$ cat src/rtl/instr_loader_pkg.sv
// Shared definitions for the instruction loader: FSM state encoding and sizing constants.
package loader_pkg;

  localparam int ADDR_W_DEFAULT = 10;
  localparam int BYTES_PER_WORD = 4;

  typedef enum logic [1:0] {
    ST_IDLE  = 2'd0,
    ST_RECV  = 2'd1,
    ST_WRITE = 2'd2,
    ST_DONE  = 2'd3
  } state_e;

endpackage

$ cat src/rtl/instr_loader_if.sv
// Byte-stream input and instruction-memory write port of the loader, grouped as one bundle.
interface instr_loader_if
  import loader_pkg::*;
#(
  parameter int ADDR_W = ADDR_W_DEFAULT
) ();

  logic              byte_valid;
  logic [7:0]        byte_data;
  logic              byte_ready;
  logic              mem_we;
  logic              mem_bank;
  logic [ADDR_W-1:0] mem_addr;
  logic [31:0]       mem_wdata;

  modport master (
    input  byte_valid, byte_data,
    output byte_ready, mem_we, mem_bank, mem_addr, mem_wdata
  );

  modport slave (
    output byte_valid, byte_data,
    input  byte_ready, mem_we, mem_bank, mem_addr, mem_wdata
  );

endinterface

$ cat src/rtl/instr_loader_word_packer.sv
// Assembles four accepted bytes into a little-endian 32-bit word and flags the completing byte.
module word_packer
  import loader_pkg::*;
(
  input  logic        clk,
  input  logic        rst,
  input  logic        clr,
  input  logic        in_valid,
  input  logic [7:0]  in_data,
  output logic [31:0] word,
  output logic        word_full
);

  localparam logic [1:0] LAST_BYTE_C = 2'(BYTES_PER_WORD - 1);

  logic [31:0] word_r;
  logic [31:0] word_next_s;
  logic [1:0]  cnt_r;
  logic [1:0]  cnt_next_s;

  // Shift each byte in from the top so the first byte ends up in bits 7:0
  always_comb begin
    word_next_s = word_r;
    cnt_next_s  = cnt_r;
    if (clr) begin
      word_next_s = 32'h0000_0000;
      cnt_next_s  = 2'd0;
    end else if (in_valid) begin
      word_next_s = {in_data, word_r[31:8]};
      cnt_next_s  = cnt_r + 2'd1;
    end else begin
      word_next_s = word_r;
      cnt_next_s  = cnt_r;
    end
  end

  // Byte-assembly registers
  always_ff @(posedge clk or negedge rst) begin
    if (!rst) begin
      word_r <= 32'h0000_0000;
      cnt_r  <= 2'd0;
    end else begin
      word_r <= word_next_s;
      cnt_r  <= cnt_next_s;
    end
  end

  assign word      = word_next_s;
  assign word_full = in_valid & (cnt_r == LAST_BYTE_C);

endmodule

$ cat src/rtl/instr_loader.sv
// Streams bytes into instruction memory as 32-bit words and holds the core's fetch PC
// while loading, restarting it once a load completes.
module instr_loader
  import loader_pkg::*;
#(
  parameter int ADDR_W = ADDR_W_DEFAULT
) (
  input  logic            clk,
  input  logic            rst,
  input  logic            start,
  input  logic [ADDR_W:0] num_words,
  input  logic            bank_sel,
  input  logic            abort,
  instr_loader_if.master  bus,
  output logic            core_en,
  output logic            core_rst,
  output logic            busy,
  output logic            done
);

  localparam logic [ADDR_W:0] ZERO_C  = {(ADDR_W+1){1'b0}};
  localparam logic [ADDR_W:0] ONE_C   = {{ADDR_W{1'b0}}, 1'b1};
  localparam logic [ADDR_W:0] DEPTH_C = {1'b1, {ADDR_W{1'b0}}};

  state_e            state_r;
  state_e            state_next_s;
  logic [ADDR_W:0]   count_r;
  logic [ADDR_W:0]   word_cnt_r;
  logic [ADDR_W:0]   count_clamp_s;
  logic              accept_s;
  logic              start_ok_s;
  logic              packer_clr_s;
  logic              word_full_s;
  logic [31:0]       word_s;
  logic              byte_ready_r;
  logic              we_r;
  logic              bank_r;
  logic [ADDR_W-1:0] addr_r;
  logic [31:0]       wdata_r;
  logic              core_en_r;
  logic              core_rst_r;
  logic              busy_r;
  logic              done_r;

  assign accept_s     = bus.byte_valid & byte_ready_r;
  assign start_ok_s   = start & (state_r == ST_IDLE);
  assign packer_clr_s = (state_next_s == ST_IDLE);

  word_packer u_packer (
    .clk       (clk),
    .rst       (rst),
    .clr       (packer_clr_s),
    .in_valid  (accept_s),
    .in_data   (bus.byte_data),
    .word      (word_s),
    .word_full (word_full_s)
  );

  // Oversized requests are limited to the memory depth
  always_comb begin
    if (num_words > DEPTH_C) begin
      count_clamp_s = DEPTH_C;
    end else begin
      count_clamp_s = num_words;
    end
  end

  // Next-state logic; abort wins over any transition out of RECV or WRITE
  always_comb begin
    state_next_s = state_r;
    case (state_r)
      ST_IDLE: begin
        if (start) begin
          if (count_clamp_s == ZERO_C) state_next_s = ST_DONE;
          else                         state_next_s = ST_RECV;
        end else begin
          state_next_s = ST_IDLE;
        end
      end
      ST_RECV: begin
        if (abort)            state_next_s = ST_IDLE;
        else if (word_full_s) state_next_s = ST_WRITE;
        else                  state_next_s = ST_RECV;
      end
      ST_WRITE: begin
        if (abort)                             state_next_s = ST_IDLE;
        else if (word_cnt_r == count_r - ONE_C) state_next_s = ST_DONE;
        else                                   state_next_s = ST_RECV;
      end
      ST_DONE: state_next_s = ST_IDLE;
      default: state_next_s = ST_IDLE;
    endcase
  end

  // State, latched request parameters and word counter
  always_ff @(posedge clk or negedge rst) begin
    if (!rst) begin
      state_r    <= ST_IDLE;
      count_r    <= ZERO_C;
      bank_r     <= 1'b0;
      word_cnt_r <= ZERO_C;
    end else begin
      state_r <= state_next_s;
      if (start_ok_s) begin
        count_r <= count_clamp_s;
        bank_r  <= bank_sel;
      end
      if (state_r == ST_IDLE) begin
        word_cnt_r <= ZERO_C;
      end else if (state_r == ST_WRITE) begin
        word_cnt_r <= word_cnt_r + ONE_C;
      end
    end
  end

  // Outputs are registered from the next state so each one is aligned with its state
  always_ff @(posedge clk or negedge rst) begin
    if (!rst) begin
      byte_ready_r <= 1'b0;
      we_r         <= 1'b0;
      addr_r       <= {ADDR_W{1'b0}};
      wdata_r      <= 32'h0000_0000;
      core_en_r    <= 1'b1;
      core_rst_r   <= 1'b0;
      busy_r       <= 1'b0;
      done_r       <= 1'b0;
    end else begin
      byte_ready_r <= (state_next_s == ST_RECV);
      we_r         <= (state_next_s == ST_WRITE);
      core_en_r    <= (state_next_s == ST_IDLE);
      core_rst_r   <= (state_next_s == ST_DONE);
      busy_r       <= (state_next_s != ST_IDLE);
      done_r       <= (state_next_s == ST_DONE);
      if (state_next_s == ST_WRITE) begin
        addr_r  <= word_cnt_r[ADDR_W-1:0];
        wdata_r <= word_s;
      end
    end
  end

  // Abort arriving during the WRITE cycle must still cancel that write
  assign bus.mem_we     = we_r & ~abort;
  assign bus.byte_ready = byte_ready_r;
  assign bus.mem_bank   = bank_r;
  assign bus.mem_addr   = addr_r;
  assign bus.mem_wdata  = wdata_r;
  assign core_en        = core_en_r;
  assign core_rst       = core_rst_r;
  assign busy           = busy_r;
  assign done           = done_r;

endmodule

$ cat src/flat_wrapper.sv
// flat-port wrapper written by rule: the top's interface ports become plain ports
module instr_loader_flat import loader_pkg::*;
#(
  parameter int ADDR_W = ADDR_W_DEFAULT
)
  (clk, rst, start, num_words, bank_sel, abort, core_en, core_rst, busy, done, bus_byte_valid, bus_byte_data, bus_byte_ready, bus_mem_we, bus_mem_bank, bus_mem_addr, bus_mem_wdata);
  instr_loader_if #(.ADDR_W(ADDR_W)) bus_i ();
  input  logic clk;
  input  logic rst;
  input  logic start;
  input  logic [ADDR_W:0] num_words;
  input  logic bank_sel;
  input  logic abort;
  output logic core_en;
  output logic core_rst;
  output logic busy;
  output logic done;
  input wire logic [$bits(bus_i.byte_valid)-1:0] bus_byte_valid;
  input wire logic [$bits(bus_i.byte_data)-1:0] bus_byte_data;
  output wire logic [$bits(bus_i.byte_ready)-1:0] bus_byte_ready;
  output wire logic [$bits(bus_i.mem_we)-1:0] bus_mem_we;
  output wire logic [$bits(bus_i.mem_bank)-1:0] bus_mem_bank;
  output wire logic [$bits(bus_i.mem_addr)-1:0] bus_mem_addr;
  output wire logic [$bits(bus_i.mem_wdata)-1:0] bus_mem_wdata;
  assign bus_i.byte_valid = bus_byte_valid;
  assign bus_i.byte_data = bus_byte_data;
  assign bus_byte_ready = bus_i.byte_ready;
  assign bus_mem_we = bus_i.mem_we;
  assign bus_mem_bank = bus_i.mem_bank;
  assign bus_mem_addr = bus_i.mem_addr;
  assign bus_mem_wdata = bus_i.mem_wdata;
  instr_loader #(.ADDR_W(ADDR_W)) u_core (.clk(clk), .rst(rst), .start(start), .num_words(num_words), .bank_sel(bank_sel), .abort(abort), .bus(bus_i), .core_en(core_en), .core_rst(core_rst), .busy(busy), .done(done));
endmodule
$ cat config.mk
export PLATFORM = sky130hd
export DESIGN_NAME = instr_loader_flat
export DESIGN_NICKNAME = d
export VERILOG_FILES = /design/src/rtl/instr_loader_pkg.sv /design/src/rtl/instr_loader_if.sv /design/src/rtl/instr_loader_word_packer.sv /design/src/rtl/instr_loader.sv /design/src/flat_wrapper.sv
export SDC_FILE = /design/constraint.sdc
export NUM_CORES = 1
export LEC_CHECK = 0
export CORE_ASPECT_RATIO = 0.9
export CORE_MARGIN = 4
export CORE_UTILIZATION = 45
export CTS_BUF_LIST = sky130_fd_sc_hd__clkbuf_8 sky130_fd_sc_hd__clkbuf_16
export DETAILED_ROUTE_END_ITERATION = 8
export GPL_ROUTABILITY_DRIVEN = 0
export MAX_ROUTING_LAYER = met4
export PLACE_DENSITY = 0.72
export SLEW_MARGIN = 20
export SYNTH_ARGS = -nofsm -noshare
export SYNTH_HDL_FRONTEND = slang
export SYNTH_SLANG_ARGS = --single-unit
$ cat constraint.sdc
create_clock -name clk -period 2.5 [get_ports clk]
set_clock_uncertainty 0.2 [all_clocks]
set_input_delay 0.5 -clock clk [delete_from_list [all_inputs] [get_ports clk]]
set_output_delay 0.5 -clock clk [all_outputs]
set_load 0.01 [all_outputs]
* After elaboration in Yosys (flattened, before gate mapping) *
Cells that the tools add are included.

storage, ports and cells
  bits of input ports = 25
  register bits = 106

cells by class
  bitwise logic cells = 5
  muxes and demuxes = 14
  reduce and logical (&&, ||, !) cells = 6
  eq/ne operators = 8
  add/sub/neg operators = 3
  $lt $le $gt $ge = 1

operators with widths
  kind                                                                   number
  32-bit two-way mux                                                     2
  11-bit two-way mux                                                     3
  2-bit two-way mux                                                      8
  11-bit by 1-bit adder with 11-bit output (second input constant)       1
  11-bit == test                                                         1
  11-bit > comparator (second input constant)                            1
  11-bit zero test                                                       1
  11-bit by 1-bit subtractor with 11-bit output (second input constant)  1
  2-bit == test (second input constant)                                  5
  2-bit one-hot mux with 4 select lines                                  1
  2-bit nonzero test                                                     3
  1-bit bitwise AND                                                      4
  2-bit by 1-bit == test with 1-bit output (second input constant)       2
  2-bit zero test                                                        2
  2-bit by 1-bit adder with 2-bit output (second input constant)         1
  1-bit NOT                                                              1

* Depth between registers and ports, before layout *
Gate-level depths: netlist of the first run.

  depth after elaboration = 8
  mapped depth = 8
  depth with buffers taken out = 7

* Cells and area by module *
A second synthesis of the first run with hierarchy kept.

unflattened totals
  cells, all modules = 381
  area, all modules = 4684.5 µm²

by module, submodules not included
  module        area each (µm²)  seq. area each (µm²)  cells each  instances
  instr_loader  3256.9           1803.0                269         1
  word_packer   1427.6           850.8                 112         1

* Worst setup path before layout of the first run *
Ideal clock, no wire load.

  path kind = flip-flop to flip-flop
  start = register u_core.count_r[0]
  end = register u_core.byte_ready_r (netlist: u_core.bus.byte_ready)
  path slack = 0.464 ns
  period minus slack after synthesis = 2.036 ns
  required time = 2.180 ns
  cell stages (with the launch flop) = 8
  arrival time = 1.716 ns
  cell sequence = dfrtp_1 -> inv_1 -> ha_1 -> xnor2_1 -> a2111oi_2 -> and4b_1 -> nand4_1 -> o211a_1

on the way
  cells in the longest elaborated chain, start to end = 6

ends and longest elaborated chain
  item                                           line                 RTL
  from (decl)                                    instr_loader.sv:27   logic [ADDR_W:0] count_r;
  from (signal assigned)                         instr_loader.sv:105  count_r <= count_clamp_s;
  11-bit by 1-bit subtractor with 11-bit output  instr_loader.sv:87   else if (word_cnt_r == count_r - ONE_C) state_next_s = ST_DONE;
  11-bit == test                                 instr_loader.sv:87
  2-bit two-way mux                              instr_loader.sv:87
  2-bit two-way mux                              instr_loader.sv:86   if (abort) state_next_s = ST_IDLE;
  2-bit one-hot mux with 4 select lines          instr_loader.sv:71   case (state_r)
  2-bit by 1-bit == test with 1-bit output       instr_loader.sv:128  byte_ready_r <= (state_next_s == ST_RECV);
  to (signal assigned)                           instr_loader.sv:128
  to (decl)                                      instr_loader.sv:35   logic byte_ready_r;

Every way passes these cells.
A chain may end at the register's enable or synchronous reset.

* Worst setup path after layout of the first run *
  start = register u_core.count_r[0]
  end = register u_core.core_rst_r (netlist: u_core.core_rst)

on the way
  cells in the longest elaborated chain, start to end = 6

ends and longest elaborated chain
  item                                           line                 RTL
  11-bit by 1-bit subtractor with 11-bit output  instr_loader.sv:87
  11-bit == test                                 instr_loader.sv:87
  2-bit two-way mux                              instr_loader.sv:87
  2-bit two-way mux                              instr_loader.sv:86
  2-bit one-hot mux with 4 select lines          instr_loader.sv:71
  2-bit == test                                  instr_loader.sv:131  core_rst_r <= (state_next_s == ST_DONE);
  to (signal assigned)                           instr_loader.sv:131
  to (decl)                                      instr_loader.sv:41   logic core_rst_r;

Every way passes these cells.

==> impl_summary.txt, run 1 <==
----------------------------------------------------
[Status]
  Result of the run ... complete, no violations

[Timing]
  PnR worst setup slack ... approximately 0.23 ns
  Final Max Slew Viols ... 0
  Final Hold Viols ... 0
  Setup violations, final ... 0
  Unrepaired setup endpoints after global routing ... no
  Max-slew headroom ... 65.4%
  Period Utilization, post-route ... between 90% and 100%
  Shortest period the worst path allows ... 2.27 ns
  Fmax ... between 0.4 and 0.5 GHz
  Measured slew at the worst slew-check pin ... 0.515 ns

[Synth]
  Seq/Total Area, Yosys ... 57.9%
  Flip-flop and latch count after synthesis ... 106
  Ranking of synthesized cells by area ... dfrtp_1, mux2i_1, nand2_1, o21ai_0, nor2_1
  Area share of the largest cell type after synthesis ... 57.3%
  Synth async-reset ratio ... 100%
  Cell type with the highest aggregate area in the netlist ... dfrtp_1
  Count of mapped cells out of synthesis ... 438
  Syn_nets ... 466
  List of most frequent post-synthesis cells ... dfrtp_1, nand2_1, nor2_1
  Per-instance average area after synthesis ... 10.5 um2
  Number of different library cells in the post-synthesis netlist ... 51
  Summed instance area of the synthesized netlist ... ~0.0046 mm2
  Most frequent cell after synthesis ... dfrtp_1
  Yosys Warn Count ... 0
  Post-synth EDFFs ... 0
  Prevailing post-synth register cell ... dfrtp_1

[Floorplanning]
  Die width ... 114 um
  Placeable Area ... 0.00983 mm2
  Die area ... 0.0119 mm2
  Starting density of the core ... 46.7%
  Site Rows ... 34
  Die outline height ... 104 um
  Count of pins on the block boundary ... 74

[Global routing]
  Via count of the first global-routing pass ... between 3000 and 4000
  Overall Global Routing Usage ... 17.4%
  Wire length of the first global-routing pass ... 16.4 mm
  Total gr overflow ... 0
  Initial antenna violation count ... 0
  Pin count of the biggest net entering global routing ... 76

[Job]
  Max-cap violation count ... 0

[Place]
  Post-detail-place hpwl ... roughly 6.7 mm
  Count of placed standard cells including taps ... 620
  Number of buffers inserted by port buffering ... 73
  Pre-CTS WS ... -0.0191 ns

[Cells and area]
  Area growth, synth to finish ... 26.1%
  Cell Count, Final, Fillers Out ... 637
  Count of inserted antenna diode cells ... 0
  Share of post-route cells with drive strength above 1 ... 7.63%
  Final net count ... 534

[Power and ir drop]
  Static leakage power ... about 2.7 nW
  Power consumption ... 3.67 mW
  Maximum vdd drop ... 0.346 mV
  PD cells ... 635 mW/mm2

[Route]
  Routed len/inst ... 14.9 um
  Initial DRC Count ... 164
  Detail Route Antenna Nets ... 0
  Drt via density ... 5.18
  Total Wirelength ... 9.51 mm
  Via count ... 3301
  Remaining design rule violation count ... 0
  Detailed-router iteration count before antenna repair ... 4

[Setup path]
  Worst path buffer plus inverter count ... 1
  Max FO, Critical Path ... 6
  Nature of the critical path startpoint ... register
  Setup CP Type ... register to register
  Capturing element type of the critical path ... register
  Required time of the critical path ... 2.54 ns
  CP delay by family, top ... simple AND/OR/NAND/NOR gates
  Critical-path cell with the highest stage delay ... or4b_1
  Series of cell instances along the critical path ... inv_1 > ha_1 > or4b_1 > a2111oi_2 > nor3_1 > nand3b_1 > o21ai_1
  CP Data Arrival Time ... 2.31 ns
  Maximum single-stage delay on the critical path ... 0.47 ns

[Clock network]
  Number of CTS-inserted buffers ... 9
  Clk root buf ... clkbuf_16
  Total number of H-tree levels ... 3
  Max Root-Sink Buffers ... 2
  Clock-pin slew reported for the worst setup and hold paths after clock tree synthesis ... ~0.07 ns
  Clock sink total ... between 100 and 150
  TritonCTS clock tree ... yes
  # Post-CTS Setup Buffers ... 0
  Clock insertion delay at the later pin of the skew report ... 0.34 ns

[Worst hold path]
  HP Class ... register to register

----------------------------------------------------
## cells in the final DEF, fill, tap and decap left out, drive strengths merged, types with 3 or more instances in the layout
master / netlist / routed
nand2: 80 / 80
inv: 5 / 8
ha: 3 / 3
clkbuf: 13 / 9
mux2i: 33 / 33
o21ai: 46 / 46
xor2: 8 / 8
clkdlybuf4s50: 0 / 71
nor2b: 7 / 7
buf: 13 / 10
a31oi: 3 / 3
nand3: 9 / 9
a22o: 6 / 6
nand2b: 8 / 8
nor4: 3 / 3
and4: 3 / 3
xnor2: 10 / 10
nor3: 6 / 6
nor2: 45 / 45
dfrtp: 105 / 105
a21oi: 3 / 3
## state kept, by name, indices dropped and copies added (netlist names)
name and cells:
u_core.word_cnt_r 11, u_core.bus.mem_addr 10, u_core.bus.mem_bank 1, u_core.count_r 11, u_core.bus.byte_ready 1, u_core.state_r 2, u_core.busy 1, u_core.u_packer.cnt_r 2
u_core.core_rst 1, u_core.u_packer.word_r 32, u_core.core_en 1, u_core.bus.mem_wdata 32, u_core.we_r 1
## cell families (layout without fill, tap and decap cells)
logic type / Yosys count / count (layout) / share of synthesized area, %
AND/OR/NAND/NOR: 177 / 177 / 17.8
flip-flops: 106 / 106 / 57.9
AO/OA/AOI/OAI: 68 / 68 / 9.14
multiplexers: 35 / 35 / 7.69
buffers and inverters: 31 / 104 / 3.25
XOR/XNOR: 18 / 18 / 3.44
adder cells (fa/ha/maj): 3 / 3 / 0.818
## worst paths after layout
| kind | startpoint | to | slack [ns] | cells after the start |
|---|---|---|---|---|
| setup / recovery | u_core.count_r[0] | u_core.core_rst | 0.23 | 7 |
| hold / removal | u_core.bus.mem_addr[6] | u_core.bus.mem_addr[6] | 0.28 | 2 |
| setup reg to reg | u_core.count_r[0] | u_core.core_rst | 0.23 | 7 |
| hold reg to reg | u_core.bus.mem_addr[6] | u_core.bus.mem_addr[6] | 0.28 | 2 |
| max in group asynchronous | rst | u_core.core_en | 1.06 | 3 |
| min in group asynchronous | rst | u_core.count_r[2] | 0.39 | 2 |
## power breakdown
| group | internal (mW) | switching (mW) |
|---|---|---|
| clock | 0.785 | 0.630 |
| sequential | 1.77 | 0.0708 |
| combinational | 0.202 | 0.215 |
| total | 2.76 | 0.915 |
## through the flow
stage,TNS [ns],area [um2],hold slack (ns),util (%)
2_1_floorplan,0,4590,0.00441,-
3_3_place_gp,-0.0213,5470,0.203,55.7
3_5_place_dp,-0.0315,5470,0.209,55.7
4_1_cts,0,5780,0.279,58.8
5_1_grt,0,5780,0.315,58.8
6_report,0,5780,0.276,58.8
## final cells by class
cell class                 instances  area, um2
fill                             818       4050
sequential                       106       2650
multi-input combinational        301       1790
timing repair buffer              83        855
clock buffer                       9        225
tap                              126        158
clock inverter                     7       77.6
inverter                           5       18.8
## worst register-to-register path, cell delays in order, from the launching register on
cell,delay (ns)
dfrtp_1,0.46
inv_1,0.09
ha_1,0.24
or4b_1,0.47
a2111oi_2,0.22
nor3_1,0.13
nand3b_1,0.18
o21ai_1,0.19
## layer usage
layer | vias to the layer above | part of all wire, % | global-route usage (%)
li1 | 1618 | - | -
met1 | 1610 | 50 | 25.8
met2 | 64 | 45 | 24.7
met3 | 9 | 3.1 | 2.86
met4 | 0 | 1.2 | 5.17
met5 | - | 0 | -
## repair_timing
action / in CTS / in global routing
resized for setup: 1 / 0
hold buffers: 1 / 0
hold endpoints to repair: 18 / 0
endpoints found under the setup margin: 1 / 0
Power figures use the tool's default switching activity.
==> inputs of run 2 (changes only) <==
DONT_BUFFER_PORTS = 1   (was not set)
PLACE_DENSITY = 0.63   (was 0.72)
==> run 2 against run 1 <==
Design area fell by 14%; largest cell class unchanged; register-to-register slack got worse by 0.02 ns; fmax is 0.91% lower; sequential cell count is the same; first-iteration DRC count shrank 23%; critical endpoint is now u_core.u_packer.word_r[11]; highest routed layer unchanged; clock power decreased by 5%; the run now ends with hold timing left; sequential share of layout area rose by 7.3 points.
==> impl_summary.txt, run 2 (synthesized netlist as in run 1, its figures left out) <==
----------------------------------------------------
[Status]
  Result of the run ... finished, violations left
  Failing checks ... hold timing

[Route]
  Detail Route Antenna Nets ... 0 (unchanged)
  Detailed-router iteration count before antenna repair ... 4 (unchanged)
  Total Wirelength ... 9.03 mm (-5.0%)
  Remaining design rule violation count ... 0 (unchanged)
  Initial DRC Count ... 127 (-23%)
  Via count ... 2933 (-11%)
  Met1 Routed Length ... 4.61 mm (-3.8%)
  Routed length on met2 ... 3.82 mm (-11%)
  Routed wl met3 ... 506 um (+69%)
  Routed len/inst ... 16.1 um (+7.8%)
  Uppermost metal layer occupied by signal nets ... met4
  Drt via density ... 5.23 (+0.89%)

[Setup path]
  Reg2reg setup slack ... 0.21 ns (-0.02 ns)
  Worst reg-to-reg path cell count ... 7 (unchanged)
  Capture instance of the worst register-to-register path ... u_core.u_packer.word_r[11]
  CP Data Arrival Time ... 2.31 ns (about the same)
  Series of cell instances along the critical path ... ha_1 > nor4bb_1 > nand3_2 > o31a_1 > nor2b_2 > buf_12 > nor2_1
  Setup CP Type ... register to register
  Critical-path cell with the highest stage delay ... nor2b_2
  Required time of the critical path ... 2.52 ns (-0.02 ns)
  Maximum single-stage delay on the critical path ... 0.67 ns (+0.20 ns)
  Max FO, Critical Path ... 19 (+13)
  Launch point of the worst path ... u_core.u_packer.cnt_r[0]
  Capturing element type of the critical path ... register
  Nature of the critical path startpoint ... register
  CP delay by family, top ... simple AND/OR/NAND/NOR gates
  Reg2Reg Launch Point ... u_core.u_packer.cnt_r[0]
  Worst path buffer plus inverter count ... 1 (unchanged)

[Timing]
  Shortest period the worst path allows ... 2.29 ns (+0.0208 ns)
  Setup violations, final ... 0 (unchanged)
  Post-route setup TNS ... 0 ns (unchanged)
  Fin Hold WS ... -0.346 ns (-0.622 ns)
  Measured slew at the worst slew-check pin ... 0.798 ns (+0.284 ns)
  Period Utilization, post-route ... 91.6% (+0.83 points)
  Max-slew headroom ... 46.5% (-19 points)
  Final Max Slew Viols ... 0 (unchanged)
  Final Hold Viols ... 106 (+106)
  Unrepaired setup endpoints after global routing ... no
  Fmax ... 0.437 GHz (-0.91%)

[Cells and area]
  Total area of sequential cells ... 0.00265 mm2 (unchanged)
  FILL cells ... 896 (+9.5%)
  Final net count ... 458 (-14%)
  Share of post-route cells with drive strength above 1 ... 8.28% (+0.64 points)
  Cell Count, Final, Fillers Out ... 561 (-12%)
  Count of inserted antenna diode cells ... 0 (unchanged)
  Area growth, synth to finish ... 8.73%
  Multi-input gate area ... 0.00179 mm2 (unchanged)
  Most common cell after layout, fill and taps aside ... dfrtp_1
  Commonest cells after routing, fill and taps aside ... dfrtp_1, nand2_1, nor2_1, o21ai_0, mux2i_1

[Power and ir drop]
  Combinational cell fraction of total power ... 9.0% (-2.3 points)
  Internal power contribution ... 2.62 mW (-5.1%)
  Switching Power ... 0.888 mW (-3.0%)
  Power consumption ... 3.50 mW (-4.6%)
  PD cells ... 702 mW/mm2 (+11%)
  Part of the total power dissipated in the clock network ... 38.5% (about the same)
  Switching share of power ... 25.3% (+0.42 points)
  Relative contribution of sequential cells to total power ... 52.5% (+2.4 points)
  Maximum vdd drop ... 0.438 mV (+27%)
  Static leakage power ... 2.44 nW (-11%)

[Clock network]
  Clock-pin slew reported for the worst setup and hold paths after clock tree synthesis ... 0.07 ns (about the same)
  Clock insertion delay at the later pin of the skew report ... 0.34 ns (about the same)
  Max Root-Sink Buffers ... 2 (unchanged)
  Clock sink total ... 106 (unchanged)
  Number of CTS-inserted buffers ... 9 (unchanged)
  Total number of H-tree levels ... 3 (unchanged)
  Clk root buf ... clkbuf_16
  TritonCTS clock tree ... yes

[Floorplanning]
  Site Rows ... 34 (unchanged)
  Die area ... 0.0119 mm2 (unchanged)
  Starting density of the core ... 46.7% (unchanged)
  Die outline height ... 104 um (unchanged)
  Count of pins on the block boundary ... 74 (unchanged)
  Placeable Area ... 0.00983 mm2 (unchanged)
  Die width ... 114 um (unchanged)

[Place]
  Count of placed standard cells including taps ... 545 (-12%)
  Post-detail-place hpwl ... 6.30 mm (-6.0%)
  Number of buffers inserted by port buffering ... 0 (-100%)

[Global routing]
  Via count of the first global-routing pass ... 2932 (-9.3%)
  Pin count of the biggest net entering global routing ... 107 (+41%)
  Total gr overflow ... 0 (unchanged)
  Wire length of the first global-routing pass ... 15.4 mm (-6.0%)
  Overall Global Routing Usage ... 16.6% (-0.82 points)
  Initial antenna violation count ... 0 (unchanged)

[Worst hold path]
  HP Class ... input port to async pin

[Job]
  Max-cap violation count ... 0 (unchanged)

----------------------------------------------------
==> run 2: what timing repair did <==
item,in CTS,in global routing
endpoints found under the hold margin,106,106
setup buffers,0,0
gates resized for setup,0,0
==> run 2: metal layers <==
metal  up-vias  GRT usage (%)
li1       1463              -
met1      1399           24.8
met2        65           22.6
met3         6           3.79
met4         0           4.83
met5         -              -
==> run 2: per-stage QoR <==
stage	worst slack, ns	utilization, %	area, um2	hold WS, ns
detailed placement	0.210	47.8	4700	0.00693
finish	0.210	50.8	4990	-0.346
floorplan	0.464	-	4590	0.00441
global placement	0.243	47.8	4700	0.00745
CTS	0.183	50.8	4990	-0.364
global route	0.0805	50.8	4990	-0.363
==> run 2: cell type report <==
cell class | count | area share, %
Multi-Input combinational cell | 301 | 36.0
Timing Repair Buffer | 7 | 1.56
Sequential cell | 106 | 53.2
Inverter | 5 | 0.376
Clock inverter | 7 | 1.20
Tap cell | 126 | 3.16
Clock buffer | 9 | 4.52
==> run 2: how the worst max path moves through the flow <==
stage	slack [ns]	depth (start not counted)	end
global route	0.08	7	u_core.u_packer.word_r[3]
floorplan	0.46	7	u_core.bus.byte_ready
CTS	0.18	7	u_core.u_packer.word_r[11]
finish	0.21	7	u_core.u_packer.word_r[11]
global placement	0.24	7	u_core.u_packer.word_r[2]
detailed placement	0.21	7	u_core.u_packer.word_r[11]
==> run 2: power by group through the flow <==
stage	combinational (mW)	clock [mW]	sequential (mW)
floorplan	0.269	0	1.85
global placement	0.310	0	1.87
detailed placement	0.316	0	1.87
CTS	0.319	1.39	1.84
global route	0.356	1.46	1.85
finish	0.316	1.35	1.84
==> inputs of run 3 (changes only) <==
SKIP_CTS_REPAIR_TIMING = 1   (was not set)
clock period = 2.6 ns   (was 2.5 ns; I/O delays follow)
==> run 3 against run 2 <==
The run still ends with hold timing left; wire length is 1.2% higher; sequential cell count stayed put; die area stayed put; sequential power is 4% lower.
==> impl_summary.txt, run 3 (synthesized netlist as in run 1, its figures left out) <==
----------------------------------------------------
[Status]
  Result of the run ... finished, violations left
  Failing checks ... hold timing

[Clock network]
  Clock-pin slew reported for the worst setup and hold paths after clock tree synthesis ... 0.07 ns (about the same)
  Number of CTS-inserted buffers ... 9 (unchanged)
  Clock insertion delay at the later pin of the skew report ... 0.33 ns (about the same)
  TritonCTS clock tree ... yes
  Clk root buf ... clkbuf_16
  Total number of H-tree levels ... 3 (unchanged)
  Max Root-Sink Buffers ... 2 (unchanged)
  Clock sink total ... 106 (unchanged)

[Timing]
  Post-route setup TNS ... 0 ns (unchanged)
  Fmax ... 0.444 GHz (+1.6%)
  Measured slew at the worst slew-check pin ... 0.625 ns (-0.173 ns)
  Period Utilization, post-route ... 86.7% (-4.9 points)
  Fin Hold WS ... -0.324 ns (+0.0226 ns)
  Shortest period the worst path allows ... 2.25 ns (-0.0361 ns)
  Setup violations, final ... 0 (unchanged)
  Final Max Slew Viols ... 0 (unchanged)
  PnR worst setup slack ... 0.346 ns (+0.136 ns)
  Unrepaired setup endpoints after global routing ... no
  Max-slew headroom ... 58.3% (+12 points)
  Final Hold Viols ... 106 (unchanged)

[Floorplanning]
  Die area ... 0.0119 mm2 (unchanged)
  Site Rows ... 34 (unchanged)
  Die outline height ... 104 um (unchanged)
  Count of pins on the block boundary ... 74 (unchanged)
  Placeable Area ... 0.00983 mm2 (unchanged)
  Die width ... 114 um (unchanged)
  Starting density of the core ... 46.7% (unchanged)

[Route]
  Met1 Routed Length ... 4.65 mm (+0.78%)
  Total Wirelength ... 9.14 mm (+1.2%)
  Uppermost metal layer occupied by signal nets ... met4
  Via count ... 2952 (+0.65%)
  Drt via density ... 5.25 (+0.47%)
  Detailed-router iteration count before antenna repair ... 4 (unchanged)
  Routed length on met2 ... 3.92 mm (+2.7%)
  Remaining design rule violation count ... 0 (unchanged)
  Initial DRC Count ... 167 (+31%)
  Routed wl met3 ... 516 um (+2.0%)
  Routed len/inst ... 16.3 um (+1.0%)
  Detail Route Antenna Nets ... 0 (unchanged)

[Global routing]
  Overall Global Routing Usage ... 16.8% (+0.14 points)
  Wire length of the first global-routing pass ... 15.6 mm (+0.99%)
  Pin count of the biggest net entering global routing ... 107 (unchanged)
  Via count of the first global-routing pass ... 2924 (-0.27%)
  Total gr overflow ... 0 (unchanged)
  Initial antenna violation count ... 0 (unchanged)

[Power and ir drop]
  Maximum vdd drop ... 0.432 mV (-1.4%)
  Static leakage power ... 2.44 nW (-0.10%)
  PD cells ... 670 mW/mm2 (-4.6%)
  Power consumption ... 3.34 mW (-4.7%)

[Job]
  Max-cap violation count ... 0 (unchanged)

[Place]
  Number of buffers inserted by port buffering ... 0 (unchanged)
  Pre-CTS WS ... 0.0293 ns (-0.180 ns)
  Post-detail-place hpwl ... 6.47 mm (+2.7%)

[Setup path]
  Max FO, Critical Path ... 24 (+5)
  Capturing element type of the critical path ... register
  Setup CP Type ... register to register
  CP Data Arrival Time ... 2.27 ns (-0.04 ns)
  Reg2reg setup slack ... 0.35 ns (+0.14 ns)
  Required time of the critical path ... 2.62 ns (+0.10 ns)
  Nature of the critical path startpoint ... register

[Cells and area]
  Most common cell after layout, fill and taps aside ... dfrtp_1
  Final net count ... 459 (+0.22%)
  Area growth, synth to finish ... 8.62%
  FILL cells ... 924 (+3.1%)
  Share of post-route cells with drive strength above 1 ... 8.49% (+0.21 points)
  Commonest cells after routing, fill and taps aside ... dfrtp_1, nand2_1, nor2_1, o21ai_0, mux2i_1
  Count of inserted antenna diode cells ... 0 (unchanged)

[Worst hold path]
  HP Class ... input port to async pin

----------------------------------------------------
run 3: cell types whose count changed in the layout (fill, tap and decap cells not counted):
cell / delta
buf_12: -1
buf_4: +2
clkinvlp_4: +2
inv_6: -1
inv_8: -1
nor2b_2: -1
nor2b_4: +1
run 3: cell type report:
| type | instances | area [um2] | share of cell area, % |
|---|---|---|---|
| sequential | 106 | 2650 | 53.3 |
| multi-input combinational | 301 | 1800 | 36.1 |
| clock buffer | 9 | 225 | 4.52 |
| tap | 126 | 158 | 3.16 |
| timing repair buffer | 8 | 72.6 | 1.46 |
| clock inverter | 7 | 55.1 | 1.10 |
| inverter | 5 | 18.8 | 0.377 |
run 3: worst max-delay path, stage by stage (launching register included):
cell      delay [ns]
dfrtp_1         0.40
ha_1            0.21
nor4bb_1        0.15
nand3_2         0.11
o31a_1          0.20
nor2b_4         0.56
buf_4           0.26
nor2_1          0.06
run 3: worst paths after layout:
| check | depth (start not counted) | to | startpoint |
|---|---|---|---|
| min in group clk | 1 | u_core.count_r[4] | num_words[4] |
| max in group asynchronous | 0 | u_core.core_en | rst |
| hold / removal | 0 | u_core.count_r[3] | rst |
| setup reg to reg | 7 | u_core.u_packer.word_r[13] | u_core.u_packer.cnt_r[0] |
| hold reg to reg | 2 | u_core.u_packer.word_r[0] | u_core.u_packer.word_r[0] |
| setup / recovery | 7 | u_core.u_packer.word_r[13] | u_core.u_packer.cnt_r[0] |
run 3: layer usage:
| metal | up-vias | global-route usage, % |
|---|---|---|
| met3 | 2 | 4.26 |
| met2 | 70 | 22.4 |
| li1 | 1474 | - |
| met1 | 1406 | 25.3 |
| met4 | 0 | 4.41 |
| met5 | - | - |
run 3: stage by stage:
stage	hold WS, ns	utilization, %	cell area (um2)	std cells
global placement	0.0281	47.8	4700	546
CTS	-0.339	50.6	4980	562
finish	-0.324	50.7	4980	562
floorplan	0.0244	-	4590	438
detailed placement	0.0279	47.8	4700	546
global route	-0.343	50.7	4980	562
run 3: power by group:
group,internal [mW],switching (mW),total (mW)
combinational,0.142,0.160,0.302
sequential,1.70,0.0694,1.77
clock,0.658,0.606,1.26
